$ cat config.mk
export PLATFORM = sky130hd
export DESIGN_NAME = fifo_stream_rd
export DESIGN_NICKNAME = d
export VERILOG_FILES = /design/src/rtl/fifo_stream_rd.sv
export SDC_FILE = /design/constraint.sdc
export NUM_CORES = 1
export LEC_CHECK = 0
export CORE_MARGIN = 10
export CORE_UTILIZATION = 58
export CTS_CLUSTER_SIZE = 20
export DETAILED_ROUTE_END_ITERATION = 16
export MAX_ROUTING_LAYER = met4
export PLACE_DENSITY = 0.9
export SLEW_MARGIN = 20
export SYNTH_ARGS = -nofsm -noshare
export SYNTH_HDL_FRONTEND = slang
export SYNTH_SLANG_ARGS = --single-unit
$ cat constraint.sdc
create_clock -name clock -period 2.8 [get_ports clock]
set_clock_uncertainty 0.05 [all_clocks]
set_input_delay 0.56 -clock clock [delete_from_list [all_inputs] [get_ports clock]]
set_output_delay 0.56 -clock clock [all_outputs]
set_load 0.02 [all_outputs]
$ cat src/rtl/fifo_stream_rd.sv
// Read-side adapter: drains a non-showahead FIFO into a valid/ready stream via a 3-entry prefetch.
// Optional feature: define FIFO_STREAM_RD_COUNT_EN to add the out_count accepted-beat counter.
module fifo_stream_rd #(
    parameter int unsigned DATA_WIDTH  = 32,
    parameter int unsigned COUNT_WIDTH = 16
) (
    input  logic                   clock,
    input  logic                   reset_n,
    input  logic                   fifo_empty,
    input  logic [DATA_WIDTH-1:0]  fifo_q,
    output logic                   fifo_rdreq,
    output logic [DATA_WIDTH-1:0]  out_data,
    output logic                   out_valid,
    input  logic                   out_ready
`ifdef FIFO_STREAM_RD_COUNT_EN
    ,
    output logic [COUNT_WIDTH-1:0] out_count
`endif
);

    logic [1:0]            buf_cnt_q, buf_cnt_d;
    logic                  inflight_q;
    logic [1:0]            wr_ptr_q, rd_ptr_q;
    logic [DATA_WIDTH-1:0] entry_q [3];
    logic                  pop;

    function automatic logic [1:0] ptr_inc(input logic [1:0] p);
        return (p == 2'd2) ? 2'd0 : p + 2'd1;
    endfunction

    // Buffered plus in-flight words never exceed the three slots, so capture cannot overflow.
    assign fifo_rdreq = reset_n && !fifo_empty &&
                        (({1'b0, buf_cnt_q} + {2'b00, inflight_q}) < 3'd3);
    assign out_valid  = (buf_cnt_q != 2'd0);
    assign pop        = out_valid && out_ready;

    always_comb begin
        out_data = entry_q[0];
        case (rd_ptr_q)
            2'd1:    out_data = entry_q[1];
            2'd2:    out_data = entry_q[2];
            default: out_data = entry_q[0];
        endcase
    end

    always_comb begin
        buf_cnt_d = buf_cnt_q;
        unique case ({inflight_q, pop})
            2'b10:   buf_cnt_d = buf_cnt_q + 2'd1;
            2'b01:   buf_cnt_d = buf_cnt_q - 2'd1;
            default: buf_cnt_d = buf_cnt_q;
        endcase
    end

    always_ff @(posedge clock or negedge reset_n) begin
        if (!reset_n) begin
            buf_cnt_q  <= 2'd0;
            inflight_q <= 1'b0;
            wr_ptr_q   <= 2'd0;
            rd_ptr_q   <= 2'd0;
            for (int i = 0; i < 3; i++) begin
                entry_q[i] <= '0;
            end
        end else begin
            // Data requested last cycle is on fifo_q now.
            if (inflight_q) begin
                entry_q[wr_ptr_q] <= fifo_q;
                wr_ptr_q          <= ptr_inc(wr_ptr_q);
            end
            if (pop) begin
                rd_ptr_q <= ptr_inc(rd_ptr_q);
            end
            buf_cnt_q  <= buf_cnt_d;
            inflight_q <= fifo_rdreq;
        end
    end

`ifdef FIFO_STREAM_RD_COUNT_EN
    logic [COUNT_WIDTH-1:0] count_q;

    always_ff @(posedge clock or negedge reset_n) begin
        if (!reset_n) begin
            count_q <= '0;
        end else if (pop) begin
            count_q <= count_q + COUNT_WIDTH'(1);
        end
    end

    assign out_count = count_q;
`else
    // Keeps COUNT_WIDTH referenced when the counter is compiled out.
    logic [COUNT_WIDTH-1:0] unused_count;
    assign unused_count = '0;
`endif

endmodule

==> results of run 1 <==
timing repair:
action / 4_1_cts / 5_1_grt
gates resized for setup: 34 / 3
cloned: 0 / 0
setup endpoints to repair: 33 / 2
pin swaps: 0 / 0
hold buffers: 0 / 0
worst paths after layout:
path	start	endpoint	depth (start not counted)
min reg2reg	entry_q[41]$_DFFE_PN0P_	entry_q[41]$_DFFE_PN0P_	1
min in group clock	reset_n	inflight_q$_DFF_PN0_	3
max in group asynchronous	reset_n	entry_q[86]$_DFFE_PN0P_	3
max reg2reg	inflight_q$_DFF_PN0_	entry_q[2]$_DFFE_PN0P_	4
max	rd_ptr_q[0]$_DFFE_PN0P_	out_data[10]	6
min	reset_n	entry_q[59]$_DFFE_PN0P_	2
synth_stat cells (2+ instances only):
cell type,number,area share
sky130_fd_sc_hd__a21oi_1,32,0.035
sky130_fd_sc_hd__a22oi_1,32,0.052
sky130_fd_sc_hd__buf_1,4,0.0032
sky130_fd_sc_hd__buf_2,7,0.0076
sky130_fd_sc_hd__buf_6,3,0.0073
sky130_fd_sc_hd__clkbuf_1,9,0.0073
sky130_fd_sc_hd__dfrtp_1,103,0.56
sky130_fd_sc_hd__ha_1,7,0.019
sky130_fd_sc_hd__inv_1,5,0.0041
sky130_fd_sc_hd__mux2_2,68,0.17
sky130_fd_sc_hd__mux2_4,30,0.097
sky130_fd_sc_hd__nor2_1,33,0.027
sky130_fd_sc_hd__xnor2_1,2,0.0038
registers in the layout (all words and copies together) (netlist names):
signal and flops:
buf_cnt_q 2, entry_q 96, inflight_q 1, rd_ptr_q 2, wr_ptr_q 2
metrics by stage:
| step | power (mW) | setup WS [ns] |
|---|---|---|
| 6_report | 7.72 | 0.103 |
| 3_5_place_dp | 7.23 | 0.0863 |
| 4_1_cts | 7.78 | 0.0391 |
| 3_3_place_gp | 7.08 | 0.117 |
| 5_1_grt | 8.26 | 0.0203 |
| 2_1_floorplan | 5.36 | 0.133 |
final cells by class:
| type | instances | share of cell area |
|---|---|---|
| tap | 102 | 0.0227 |
| clock inverter | 7 | 0.0140 |
| timing repair buffer | 81 | 0.138 |
| sequential | 103 | 0.458 |
| multi-input combinational | 213 | 0.341 |
| inverter | 6 | 0.00400 |
| clock buffer | 9 | 0.0220 |
worst reg2reg max path, delay by kind of cell (launching register included):
kind | cells | cell delay (ns)
flip-flops | 1 | 0.41
buffers and inverters | 2 | 0.37
AND/OR/NAND/NOR | 1 | 0.77
multiplexers | 1 | 0.31
logic make-up (layout without fill, tap and decap cells):
family          Yosys count  count (layout)  synth area share
mux                      98              98             0.263
xor+xnor                  3               3           0.00568
simple gates             38              38            0.0336
flops                   103             103             0.557
buf+inv                  29             103            0.0303
fa+ha+maj                 7               7            0.0189
compound gates           67              67            0.0912
where the power goes:
part	switching [mW]	internal (mW)
sequential	0.417	2.24
clock	0.521	0.425
combinational	2.18	1.93
total	3.12	4.60
layer usage:
layer | routed length, um | part of all wire | up-vias
li1 | - | - | 1372
met1 | 4350 | 0.45 | 1522
met2 | 4830 | 0.50 | 68
met3 | 463 | 0.048 | 9
met4 | 87 | 0.0089 | 0
met5 | 0 | 0 | -
==> Flow_metrics.wiki, run 1 <==
{| class="wikitable"
! Metric !! Value
|-
| Clock root cell || sky130_fd_sc_hd__clkbuf_8
|-
| Cell Pwr Density || 1370 nW/um^2
|-
| Half-perimeter wire length after detailed placement || 6400 um
|-
| Largest net degree at the start of global routing || 87
|-
| Final slew viol count || 0
|-
| Top flip-flop cell by instance count after synthesis || sky130_fd_sc_hd__dfrtp_1
|-
| Arrival time worst endpoint || 2.09 ns
|-
| Mean post-synth cell area || 13.4 sq um
|-
| Most frequent cells in the layout || sky130_fd_sc_hd__dfrtp_1 (103), sky130_fd_sc_hd__mux2_2 (68), sky130_fd_sc_hd__clkdlybuf4s50_1 (35)
|-
| Net Count, Synth || 388
|-
| Async SR Flop Fraction || 1.00
|-
| Count of max-cap constraint violations || 0
|-
| Sort of element at the end of the critical path || output pin
|-
| NumNets Final || 457
|-
| CP bufs+invs || 3
|-
| Number of buffers created by CTS || 9
|-
| Cell at the slowest stage of the critical path || sky130_fd_sc_hd__dfrtp_1
|-
| Most common cell after layout, fill and taps aside || sky130_fd_sc_hd__dfrtp_1
|-
| Overall via count from detail_route || 2971
|-
| Area of combinational cells with multiple inputs || 1920 sq um
|-
| Number of remaining DRC errors || 0
|-
| Final WL || 9740 um
|-
| Worst skew pair latency || 0.36 ns
|-
| Flops & latches, synth || 103
|-
| Number of enable-type register cells in the synthesized netlist || 0
|-
| Number of antenna cells inserted || 0
|-
| Outcome || complete, no violations
|-
| Flop2flop setup slack || 0.78 ns
|-
| Final instance area || 5630 sq um
|-
| Aggregate negative setup slack || 0 ns
|-
| Maximum clock path buffer count || 2
|-
| # rows || 32
|-
| Final standard cell utilization of the core || 0.729
|-
| WHS || 0.0863 ns
|-
| Port Buffers || 69
|-
| GR met3 Demand/Resource || 0.0480
|-
| Synth warnings || 0
|-
| Largest stage delay, worst path || 0.40 ns
|-
| Most utilized layer in the global route result || met2
|-
| Vias in the first global route || 3262
|-
| Share of the clock period used by the worst path after layout || 0.963
|-
| Area of all sequential standard cells || 2580 sq um
|-
| Global-route wire length before repair || 16300 um
|-
| Area overhead of the layout relative to synthesis || 21.8%
|-
| Final period demand of the worst path || 2.70 ns
|-
| Non-filler instance count after layout || 521
|-
| Die width || 109 um
|-
| Leakage power figure || 2.56 nW
|-
| Kind of critical path || register to output pin
|-
| Maximum VDD drop || 0.000924 V
|-
| Final Setup Violations || 0
|-
| Global route total overflow || 0
|-
| Setup crit start kind || register
|-
| Met1 track demand over resource in global routing || 0.219
|-
| Netlist area before placement || 4620 sq um
|-
| Number of different library cells in the post-synthesis netlist || 23
|-
| TritonCTS clock tree || built
|-
| Per-cell via count in the routed design || 5.70
|-
| Number of hold-slack violations in the final timing report || 0
|-
| Highest attainable clock frequency || 371 MHz
|-
| Die boundary height || 109 um
|-
| Crit path max fanout || 22
|-
| Unrepaired setup endpoints after global routing || false
|-
| Cell Area, Placed || 5470 sq um
|-
| Drt initial violations || 79
|-
| Antenna violations before repair || 0
|-
| Number of cells in the design after placement || 505
|-
| GR Util All Layers || 0.178
|-
| Area of the core region || 7730 sq um
|-
| Met2 track demand over resource in global routing || 0.286
|-
| Max-slew headroom at the worst pin || 0.502
|-
| Post-route ant nets || 0
|-
| Post-Syn Instances || 345
|-
| Crit path max-delay family || buffers and inverters
|-
| Slew at the pin with the worst max-slew slack || 0.747 ns
|-
| Sequential cell area fraction in the yosys report || 0.557
|-
| Clock H-tree levels || 3
|-
| Series of cell instances along the critical path || inv_1 -> ha_2 -> buf_4 -> nor2_1 -> a21oi_1 -> dlygate4sd2_1
|-
| Starting density of the core || 0.598
|-
| First-pass DRT Iterations || 4
|-
| Kind of path behind the tightest hold check || input port to asynchronous set/reset pin
|-
| Clock net sink count || 103
|-
| I/O pin count || 70
|-
| Average routed wire per standard cell || 18.7 um
|-
| Total die area || 11900 sq um
|-
| Post-CTS Repair Setup Buffers || 0
|-
| Fraction of final layout cells sized beyond drive strength 1 || 0.320
|-
| Clock transition at the registers of the reported paths || 0.10 ns
|-
| Weighted congestion at the end of routability-driven global placement || 0.730
|-
| Fill count || 535
|-
| Required time reported for the critical path endpoint || 2.19 ns
|}
(Power assumes the default switching activity.)
==> run 2, diff against run 1 <==
clock period = 3.24 ns   (was 2.8 ns; I/O delays follow)
==> Flow_metrics.wiki, run 2 (synthesized netlist as in run 1, its figures left out) <==
{| class="wikitable"
! Metric !! Value
|-
| Highest attainable clock frequency || 325 MHz
|-
| # resized after CTS || 1 (-97%)
|-
| Largest net degree at the start of global routing || 55 (-37%)
|-
| TritonCTS clock tree || built
|-
| Clock net sink count || 103 (unchanged)
|-
| Cell Pwr Density || 1240 nW/um^2 (-9.8%)
|-
| Global-route wire length before repair || 16400 um (+0.59%)
|-
| Final Setup Violations || 0 (unchanged)
|-
| Starting density of the core || 0.598 (unchanged)
|-
| Most frequent cells in the layout || sky130_fd_sc_hd__dfrtp_1 (103), sky130_fd_sc_hd__mux2_2 (68), sky130_fd_sc_hd__clkdlybuf4s50_1 (66)
|-
| Sequential cell fraction of total power || 0.332 (-0.013)
|-
| Final period demand of the worst path || 3.07 ns
|-
| Die boundary height || 109 um (unchanged)
|-
| Share of total power consumed by net switching || 0.382 (-0.0219)
|-
| Vias in the first global route || 3265 (+0.092%)
|-
| Average routed wire per standard cell || 18.8 um (+0.61%)
|-
| Internal Dissipation || 4.32 mW (-6.1%)
|-
| Most common cell after layout, fill and taps aside || sky130_fd_sc_hd__dfrtp_1
|-
| Leakage power figure || 2.50 nW (-2.1%)
|-
| Number of remaining DRC errors || 0 (unchanged)
|-
| GR Util All Layers || 0.176 (-0.00171)
|-
| Post-route ant nets || 0 (unchanged)
|-
| Weighted congestion at the end of routability-driven global placement || 0.715 (-2.0%)
|-
| Clock transition at the registers of the reported paths || 0.09 ns (about the same)
|-
| Fraction of final layout cells sized beyond drive strength 1 || 0.318 (-0.00163)
|-
| Unrepaired setup endpoints after global routing || false
|-
| Global route total overflow || 0 (unchanged)
|-
| Sort of element at the end of the critical path || output pin
|-
| Clock H-tree levels || 3 (unchanged)
|-
| Drt initial violations || 109 (+38%)
|-
| Arrival time worst endpoint || 2.38 ns (+0.29 ns)
|-
| Max-slew headroom at the worst pin || 0.558 (+0.0556)
|-
| Maximum VDD drop || 0.000638 V (-31%)
|-
| I/O pin count || 70 (unchanged)
|-
| Post-CTS Repair Setup Buffers || 0 (unchanged)
|-
| Final WL || 9780 um (+0.42%)
|-
| Slew at the pin with the worst max-slew slack || 0.664 ns (-0.0834 ns)
|-
| Total net switching power || 2.67 mW (-14%)
|-
| First-pass DRT Iterations || 4 (unchanged)
|-
| Clk pwr share || 0.118 (-0.005)
|-
| Overall via count from detail_route || 2955 (-0.54%)
|-
| Kind of path behind the tightest hold check || input port to asynchronous set/reset pin
|-
| Worst skew pair latency || 0.35 ns (about the same)
|-
| Antenna violations before repair || 0 (unchanged)
|-
| Half-perimeter wire length after detailed placement || 6470 um (+1.1%)
|-
| Number of flip-flops in the largest register || 96 (unchanged)
|-
| Number of hold-slack violations in the final timing report || 0 (unchanged)
|-
| Number of antenna cells inserted || 0 (unchanged)
|-
| Combinational share of power || 0.550 (+0.017)
|-
| Count of max-cap constraint violations || 0 (unchanged)
|-
| # rows || 32 (unchanged)
|-
| Port Buffers || 69 (unchanged)
|-
| Quantity of hold-fixing buffers added after cts || 0 (unchanged)
|-
| Final standard cell utilization of the core || 0.731 (+0.00243)
|-
| Die width || 109 um (unchanged)
|-
| Clock root cell || sky130_fd_sc_hd__clkbuf_8
|-
| Outcome || complete, no violations
|-
| Per-cell via count in the routed design || 5.68 (-0.35%)
|-
| Kind of critical path || register to output pin
|-
| Area of the core region || 7730 sq um (unchanged)
|-
| Area overhead of the layout relative to synthesis || 22.2%
|-
| Crit path max fanout || 11 (-50%)
|-
| Required time reported for the critical path endpoint || 2.54 ns (+0.35 ns)
|-
| Aggregate negative setup slack || 0 ns (unchanged)
|-
| Setup crit start kind || register
|-
| Maximum clock path buffer count || 2 (unchanged)
|-
| Number of buffers created by CTS || 9 (unchanged)
|-
| Share of the clock period used by the worst path after layout || 0.949
|-
| Register with the most flip-flops || entry_q
|-
| Final slew viol count || 0 (unchanged)
|-
| NumNets Final || 456 (-0.22%)
|-
| Total die area || 11900 sq um (unchanged)
|}
run 2: cell count changes in the layout (fill, tap and decap cells not counted), sizes merged:
cell,previous run,this run
buf,13,12
bufinv,1,0
clkbuf,10,15
clkdlybuf4s50,35,66
clkinv,3,0
clkinvlp,0,1
dlygate4sd2,32,0
dlymetal6s2s,0,2
inv,9,6
run 2: final timing paths:
path,startpoint,end,slack [ns],cells after the start
setup / recovery,rd_ptr_q[1]$_DFFE_PN0P_,out_data[9],0.17,6
hold / removal,reset_n,buf_cnt_q[1]$_DFFE_PN0P_,0.36,2
setup reg to reg,wr_ptr_q[1]$_DFFE_PN0P_,entry_q[42]$_DFFE_PN0P_,1.47,4
hold reg to reg,buf_cnt_q[1]$_DFFE_PN0P_,buf_cnt_q[1]$_DFFE_PN0P_,0.45,1
max in group asynchronous,reset_n,entry_q[81]$_DFFE_PN0P_,1.68,3
min in group clock,buf_cnt_q[1]$_DFFE_PN0P_,buf_cnt_q[1]$_DFFE_PN0P_,0.45,1
run 2: power groups by stage:
stage	registers (mW)	logic (mW)	clock network [mW]
6_report	2.32	3.84	0.824
5_1_grt	2.39	4.16	0.901
4_1_cts	2.31	3.89	0.842
3_5_place_dp	2.33	3.86	0
3_3_place_gp	2.28	3.77	0
2_1_floorplan	2.22	2.42	0
run 2: area by class of cell:
type	count	area, sq um
tap	102	128
clock buffer	15	206
multi-input combinational	213	1930
sequential	103	2580
timing repair buffer	80	779
fill	506	2080
clock inverter	1	7.51
inverter	6	22.5
run 2: critical path, stage by stage, from the launching register on:
cell and delay [ns]:
sky130_fd_sc_hd__dfrtp_1 0.41, sky130_fd_sc_hd__inv_1 0.12, sky130_fd_sc_hd__ha_2 0.30, sky130_fd_sc_hd__buf_4 0.24
sky130_fd_sc_hd__a22oi_1 0.10, sky130_fd_sc_hd__a21oi_1 0.22, sky130_fd_sc_hd__clkdlybuf4s50_1 0.64
run 2: layer usage:
| metal | track usage | wire [um] |
|---|---|---|
| met1 | 0.229 | 4490 |
| met2 | 0.275 | 4670 |
| met3 | 0.0451 | 559 |
| met4 | 0.0372 | 55 |
| met5 | - | 0 |
run 2: per-stage QoR:
step                      cells  worst slack (ns)  total power [mW]  hold WS (ns)  cell area, sq um
after floorplan             345             0.485              4.64         0.302              4620
after global placement      504             0.410              6.04         0.433              5420
after detailed placement    504             0.290              6.19         0.436              5420
after CTS                   520            0.0156              7.04         0.365              5640
after global routing        520            0.0213              7.46         0.398              5650
final                       520             0.166              6.99         0.359              5650
